===== src/rtl/uart_receiver.sv =====
// ---------------------------------------------------------------------------
// uart_receiver
//
// Receive half of the UART. It oversamples the serial line and recovers
// characters of 5 to 8 data bits. Each character has one start bit (0),
// its data bits LSB first, and one stop bit (1). Every received character
// is placed in a parallel register, together with ready, framing-error and
// overrun flags, for the CPU-side read path.
//
// Parameters:
//   OVERSAMPLE  baud cycles per bit (even, >= 4), default 16
//
// Ports:
//   baud       in   1  clock at OVERSAMPLE x bit rate, posedge active
//   rst_n      in   1  asynchronous active-low reset
//   rx         in   1  serial line, asynchronous to baud, idle high
//   re         in   1  receiver enable; new start bits are ignored while low
//   char_size  in   4  data bits per character (clamped to 5..8),
//                      captured when a start bit is detected
//   rd         in   1  read strobe, clears rx_ready and dor
//   data_out   out  8  last received character, zero above the char size
//   rx_ready   out  1  data_out holds a character that has not been read
//   fe         out  1  framing error (stop bit was 0) for data_out
//   dor        out  1  data overrun, a character was lost before rd
//   rx_busy    out  1  a frame is being received
//
// Build option:
//   UART_RX_MAJORITY_EN  when defined, each sample is the 2-of-3 majority of
//                        the synchronized line over the sample edge and the
//                        two edges before it. This rejects single-cycle
//                        glitches. Sample timing is the same either way.
// ---------------------------------------------------------------------------
module uart_receiver #(
    parameter int OVERSAMPLE = 16
) (
    input  logic       baud,
    input  logic       rst_n,
    input  logic       rx,
    input  logic       re,
    input  logic [3:0] char_size,
    input  logic       rd,
    output logic [7:0] data_out,
    output logic       rx_ready,
    output logic       fe,
    output logic       dor,
    output logic       rx_busy
);

    localparam int CW = $clog2(OVERSAMPLE);

    // START samples half a bit after the edge, so it lands mid start bit.
    // DATA and STOP then sample one full bit later each time.
    localparam logic [CW-1:0] HALF_LAST = CW'(OVERSAMPLE / 2 - 1);
    localparam logic [CW-1:0] BIT_LAST  = CW'(OVERSAMPLE - 1);

    typedef enum logic [1:0] {
        IDLE,
        START,
        DATA,
        STOP
    } state_t;

    state_t        state_q, state_d;
    logic [CW-1:0] cnt_q, cnt_d;
    logic [2:0]    bit_q, bit_d;
    logic [2:0]    last_bit_q, last_bit_d;
    logic [7:0]    shift_q, shift_d;
    logic [2:0]    size_last;
    logic          rx_meta;
    logic          rx_s;
    logic          rx_prev;
    logic          sample;
    logic          complete;

    // Two-flop synchronizer for the asynchronous line. rx_prev keeps the
    // previous synchronized value so a falling edge can be detected. All of
    // these reset to the idle (high) level, so a reset never looks like a
    // start bit.
    always_ff @(posedge baud or negedge rst_n) begin
        if (!rst_n) begin
            rx_meta <= 1'b1;
            rx_s    <= 1'b1;
            rx_prev <= 1'b1;
        end else begin
            rx_meta <= rx;
            rx_s    <= rx_meta;
            rx_prev <= rx_s;
        end
    end

`ifdef UART_RX_MAJORITY_EN
    logic rx_prev2;

    // One more stage of history so a sample can vote over three
    // consecutive synchronized values.
    always_ff @(posedge baud or negedge rst_n) begin
        if (!rst_n) begin
            rx_prev2 <= 1'b1;
        end else begin
            rx_prev2 <= rx_prev;
        end
    end

    assign sample = (rx_s & rx_prev) | (rx_s & rx_prev2) | (rx_prev & rx_prev2);
`else
    assign sample = rx_s;
`endif

    // Clamp the requested size to 5..8 and store it as the index of the
    // last data bit, which is what the DATA state compares against.
    always_comb begin
        size_last = 3'd7;
        if (char_size < 4'd5) begin
            size_last = 3'd4;
        end else if (char_size > 4'd8) begin
            size_last = 3'd7;
        end else begin
            size_last = 3'(char_size - 4'd1);
        end
    end

    // State register together with the bit-timing counter, the bit index,
    // the latched character size and the shift register.
    always_ff @(posedge baud or negedge rst_n) begin
        if (!rst_n) begin
            state_q    <= IDLE;
            cnt_q      <= '0;
            bit_q      <= '0;
            last_bit_q <= 3'd7;
            shift_q    <= '0;
        end else begin
            state_q    <= state_d;
            cnt_q      <= cnt_d;
            bit_q      <= bit_d;
            last_bit_q <= last_bit_d;
            shift_q    <= shift_d;
        end
    end

    // Next-state logic for the frame. The character size is captured only
    // at start detection, so changing char_size mid-frame has no effect.
    // re only gates new start detection. A frame already in progress runs
    // to completion even if re drops. The shift register is cleared at
    // start so bits above a short character read as zero.
    always_comb begin
        state_d    = state_q;
        cnt_d      = cnt_q;
        bit_d      = bit_q;
        last_bit_d = last_bit_q;
        shift_d    = shift_q;
        complete   = 1'b0;

        case (state_q)
            IDLE: begin
                cnt_d = '0;
                if (re && rx_prev && !rx_s) begin
                    state_d    = START;
                    bit_d      = '0;
                    shift_d    = '0;
                    last_bit_d = size_last;
                end
            end

            START: begin
                if (cnt_q == HALF_LAST) begin
                    cnt_d = '0;
                    bit_d = '0;
                    // A line that is already high again mid start bit was
                    // noise. Drop it without touching any flags.
                    state_d = sample ? IDLE : DATA;
                end else begin
                    cnt_d = cnt_q + CW'(1);
                end
            end

            DATA: begin
                if (cnt_q == BIT_LAST) begin
                    cnt_d          = '0;
                    shift_d[bit_q] = sample;
                    bit_d          = bit_q + 3'd1;
                    if (bit_q == last_bit_q) begin
                        state_d = STOP;
                    end
                end else begin
                    cnt_d = cnt_q + CW'(1);
                end
            end

            STOP: begin
                if (cnt_q == BIT_LAST) begin
                    cnt_d    = '0;
                    complete = 1'b1;
                    state_d  = IDLE;
                end else begin
                    cnt_d = cnt_q + CW'(1);
                end
            end

            default: begin
                state_d = IDLE;
                cnt_d   = '0;
            end
        endcase
    end

    // CPU-facing registers. When a character completes on the same edge as
    // a read, the new character wins: rx_ready stays set, and that
    // character is not counted as an overrun. fe describes whatever is in
    // data_out, so only a new character changes it.
    always_ff @(posedge baud or negedge rst_n) begin
        if (!rst_n) begin
            data_out <= '0;
            rx_ready <= 1'b0;
            fe       <= 1'b0;
            dor      <= 1'b0;
            rx_busy  <= 1'b0;
        end else begin
            rx_busy <= (state_d != IDLE);
            if (complete) begin
                data_out <= shift_q;
                fe       <= ~sample;
                rx_ready <= 1'b1;
                dor      <= dor | (rx_ready & ~rd);
            end else if (rd) begin
                rx_ready <= 1'b0;
                dor      <= 1'b0;
            end
        end
    end

endmodule


===== config.mk =====
export PLATFORM = sky130hd
export DESIGN_NAME = uart_receiver
export DESIGN_NICKNAME = d
export VERILOG_FILES = /design/src/rtl/uart_receiver.sv
export SDC_FILE = /design/constraint.sdc
export NUM_CORES = 1
export LEC_CHECK = 0
export BUFFER_PORTS_ARGS = -buffer_cell sky130_fd_sc_hd__buf_4
export CORE_ASPECT_RATIO = 1.75
export CORE_MARGIN = 2
export CORE_UTILIZATION = 50
export CTS_BUF_LIST = sky130_fd_sc_hd__clkbuf_4 sky130_fd_sc_hd__clkbuf_8
export CTS_CLUSTER_DIAMETER = 100
export DETAILED_ROUTE_END_ITERATION = 12
export GPL_TIMING_DRIVEN = 1
export HOLD_SLACK_MARGIN = 0.03
export PLACE_DENSITY = 0.82
export SLEW_MARGIN = 20
export SYNTH_ARGS = -nofsm -noshare
export SYNTH_HDL_FRONTEND = slang
export SYNTH_SLANG_ARGS = --single-unit

===== constraint.sdc =====
create_clock -name baud -period 1.76 [get_ports baud]
set_clock_uncertainty 0.1 [all_clocks]
set_input_delay 0.088 -clock baud [delete_from_list [all_inputs] [get_ports baud]]
set_output_delay 0.088 -clock baud [all_outputs]
set_load 0.05 [all_outputs]

==> flow_metrics.env <==
export IMPL_yosysMostFrequentCell="nand2_1"
export IMPL_ys_flop_type="dfrtp_1"
export IMPL_rrSetupSlack_ns=0.09
export IMPL_multiInputGateArea_sq_um=703
export IMPL_cp_arrival_ns=1.75
export IMPL_nFillCells=247
export IMPL_syn_nets=180
export IMPL_startpoint="cnt_q[0]"
export IMPL_ff2ff_path_depth=5
export IMPL_cts_sinks=35
export IMPL_hold_viol=0
export IMPL_antenna_found_initial=0
export IMPL_finalSetupViolCount=0
export IMPL_drc=0
export IMPL_grt_usage_pct=21.4
export IMPL_gp_congestion=0.815
export IMPL_asyncSetResetFlopFracSynth_pct=100
export IMPL_clk_pin_slew_ns=0.07
export IMPL_r2r_end="bit_q[2]"
export IMPL_io_pin_count=21
export IMPL_routed_wl_mm=3.53
export IMPL_whs_endpoint="last_bit_q[1]"
export IMPL_final_area_sq_um=2040
export IMPL_timing_final_crit_period_ns=1.67
export IMPL_ant_nets=0
export IMPL_drt_iter0_drc=48
export IMPL_synth_fa_ha_area_share_pct=2.30
export IMPL_grt_pass1_vias=1327
export IMPL_cts_root_buf="clkbuf_8"
export IMPL_period_share_pct=94.9
export IMPL_start_util_pct=52.0
export IMPL_hpwl_mm=2.52
export IMPL_slew_violations=0
export IMPL_row_count=27
export IMPL_clockBufferDepth=2
export IMPL_p_per_area_nw_per_um2=1350
export IMPL_synth_area_leaders="dfrtp_1, dfstp_2, nand2_1"
export IMPL_muxShareOfSynthArea_pct=0.690
export IMPL_start_kind="flop"
export IMPL_cp_end_kind="flop"
export IMPL_timing_rr_start="cnt_q[0]"
export IMPL_overflow=0
export IMPL_synth_xor_area_share_pct=2.68
export IMPL_grt_first_pass_wirelength_mm=5.75
export IMPL_worstMarginPinSlew_ns=0.442
export IMPL_slew_headroom_pct=70.5
export IMPL_ir_worst_vdd_mv=0.868
export IMPL_holdPathStages=3
export IMPL_htree_levels=2
export IMPL_crit_required_ns=1.83
export IMPL_diodes=0
export IMPL_final_nets=208
export IMPL_syn_area_per_cell_sq_um=9.72
export IMPL_p_leak_nw=0.956
export IMPL_drv_cap=0
export IMPL_die_w_um=47.2
export IMPL_synth_compound_area_share_pct=17.7
export IMPL_holdWs_ns=0.0524
export IMPL_viasPerCell=5.63
export IMPL_dpl_cell_area_sq_um=1830
export IMPL_grt_max_degree=36
export IMPL_seq_area_sq_um=883
export IMPL_synth_largest_area_cell="dfrtp_1"
export IMPL_yosys_warnings=0
export IMPL_hp_start="char_size[2]"
export IMPL_status="complete, no violations"
export IMPL_synth_cell_types=35
export IMPL_synth_common_cells="nand2_1, dfrtp_1, o21ai_0, nor2_1, inv_1"
export IMPL_worst_path_max_fanout=5
export IMPL_cts_tree="yes"
export IMPL_critPathKind="flop to flop"
export IMPL_chipHeight_um=79.6
export IMPL_syn_inst=168
export IMPL_syn_area_sq_um=1630
export IMPL_synth_seq_cells=35
export IMPL_hold_class="input pin to flop"
export IMPL_clock_latency_ns=0.29
export IMPL_first_pass_iters=6
export IMPL_fp_coreArea_sq_um=3140
export IMPL_numCtsBuffers=5
export IMPL_port_buffers=20
export IMPL_avgRoutedWirePerCell_um=14.7
export IMPL_yosysSeqAreaShare_pct=54.1
export IMPL_die_area_sq_um=3760
export IMPL_vias=1350
export IMPL_post_synth_and_or_nand_nor_area_fraction_pct=18.6
export IMPL_synth_top_family_by_area="simple AND/OR/NAND/NOR gates"
export IMPL_synth_top_cell_area_share_pct=44.4
export IMPL_syn_to_final_growth_pct=24.8
export IMPL_drive_gt1_share_pct=24.4
export IMPL_synth_edf_count=0
export IMPL_max_freq_mhz=599
[flip-flops by register name (all words and copies together), names as in the netlist]
name        flops
state_q         2
shift_q         8
rx_s            1
data_out        8
bit_q           3
rx_prev         1
fe              1
cnt_q           4
rx_meta         1
rx_busy         1
rx_ready        1
dor             1
last_bit_q      3
[layer usage]
| layer | part of all wire [%] | global-route usage, % | vias to the layer above |
|---|---|---|---|
| met5 | 0 | 0 | - |
| li1 | - | - | 627 |
| met1 | 35 | 20.3 | 648 |
| met3 | 4.4 | 5.66 | 20 |
| met4 | 5.0 | 13.1 | 0 |
| met2 | 55 | 37.7 | 55 |
[worst max-delay path, cell delays in order (launching register included)]
cell	delay (ns)
dfrtp_1	0.41
ha_4	0.20
nand3_4	0.12
a22oi_4	0.25
nand3_2	0.11
a221o_1	0.36
[kinds of logic (layout without fill, tap and decap cells)]
| logic type | count (synthesis) | after routing |
|---|---|---|
| AOI/OAI and AO/OA | 44 | 44 |
| xor gates and xnor gates | 5 | 5 |
| buffers and inverters | 16 | 45 |
| adders and majority gates | 3 | 3 |
| DFF | 35 | 35 |
| and+or+nand+nor | 64 | 64 |
| muxes | 1 | 1 |
[cell type report]
class                      instances  share of cell area (%)
multi-input combinational        117                    34.5
clock inverter                     3                    3.32
timing repair buffer              29                    11.3
clock buffer                       5                    3.38
tap                               43                    2.64
inverter                           8                    1.47
sequential                        35                    43.4
[placed cells by master, fill, tap and decap left out, types with 5 or more instances in the layout]
cell and count:
nand2_1 30, dfrtp_1 29, buf_4 24, o21ai_0 19, nor2_1 13, inv_1 8
dfstp_2 6, a21oi_1 5, clkbuf_8 5, dlygate4sd3_1 5
[worst max path at each step]
stage	cells after the start	slack [ns]	end
after floorplan	5	0.13	bit_q[2]
after global placement	5	0.08	bit_q[2]
after detailed placement	5	-0.02	bit_q[2]
after CTS	5	0.01	bit_q[2]
after global routing	4	-0.004	shift_q[0]
final	5	0.09	bit_q[2]
[what timing repair did]
item | 4_1_cts | 5_1_grt
endpoints found under the hold margin | 40 | 0
hold buffers | 5 | 0
gates resized for setup | 1 | 3
endpoints found under the setup margin | 2 | 10
pin swaps | 0 | 1
setup buffers | 0 | 1
[power by group]
part / switching (mW) / internal (mW) / total (mW)
clock: 0.299 / 0.565 / 0.864
sequential: 0.178 / 1.01 / 1.19
combinational: 0.386 / 0.301 / 0.687
[per-stage QoR]
step	total power [mW]	utilization, %	setup TNS (ns)	std cells	setup slack (ns)
detailed placement	1.83	58.1	-0.0233	226	-0.0233
finish	2.74	64.8	0	240	0.0895
global route	2.89	64.8	-0.00444	240	-0.00444
floorplan	1.63	-	0	168	0.130
global placement	1.77	58.1	0	226	0.0828
CTS	2.70	64.1	0	239	0.0125
Power figures use the tool's default switching activity.
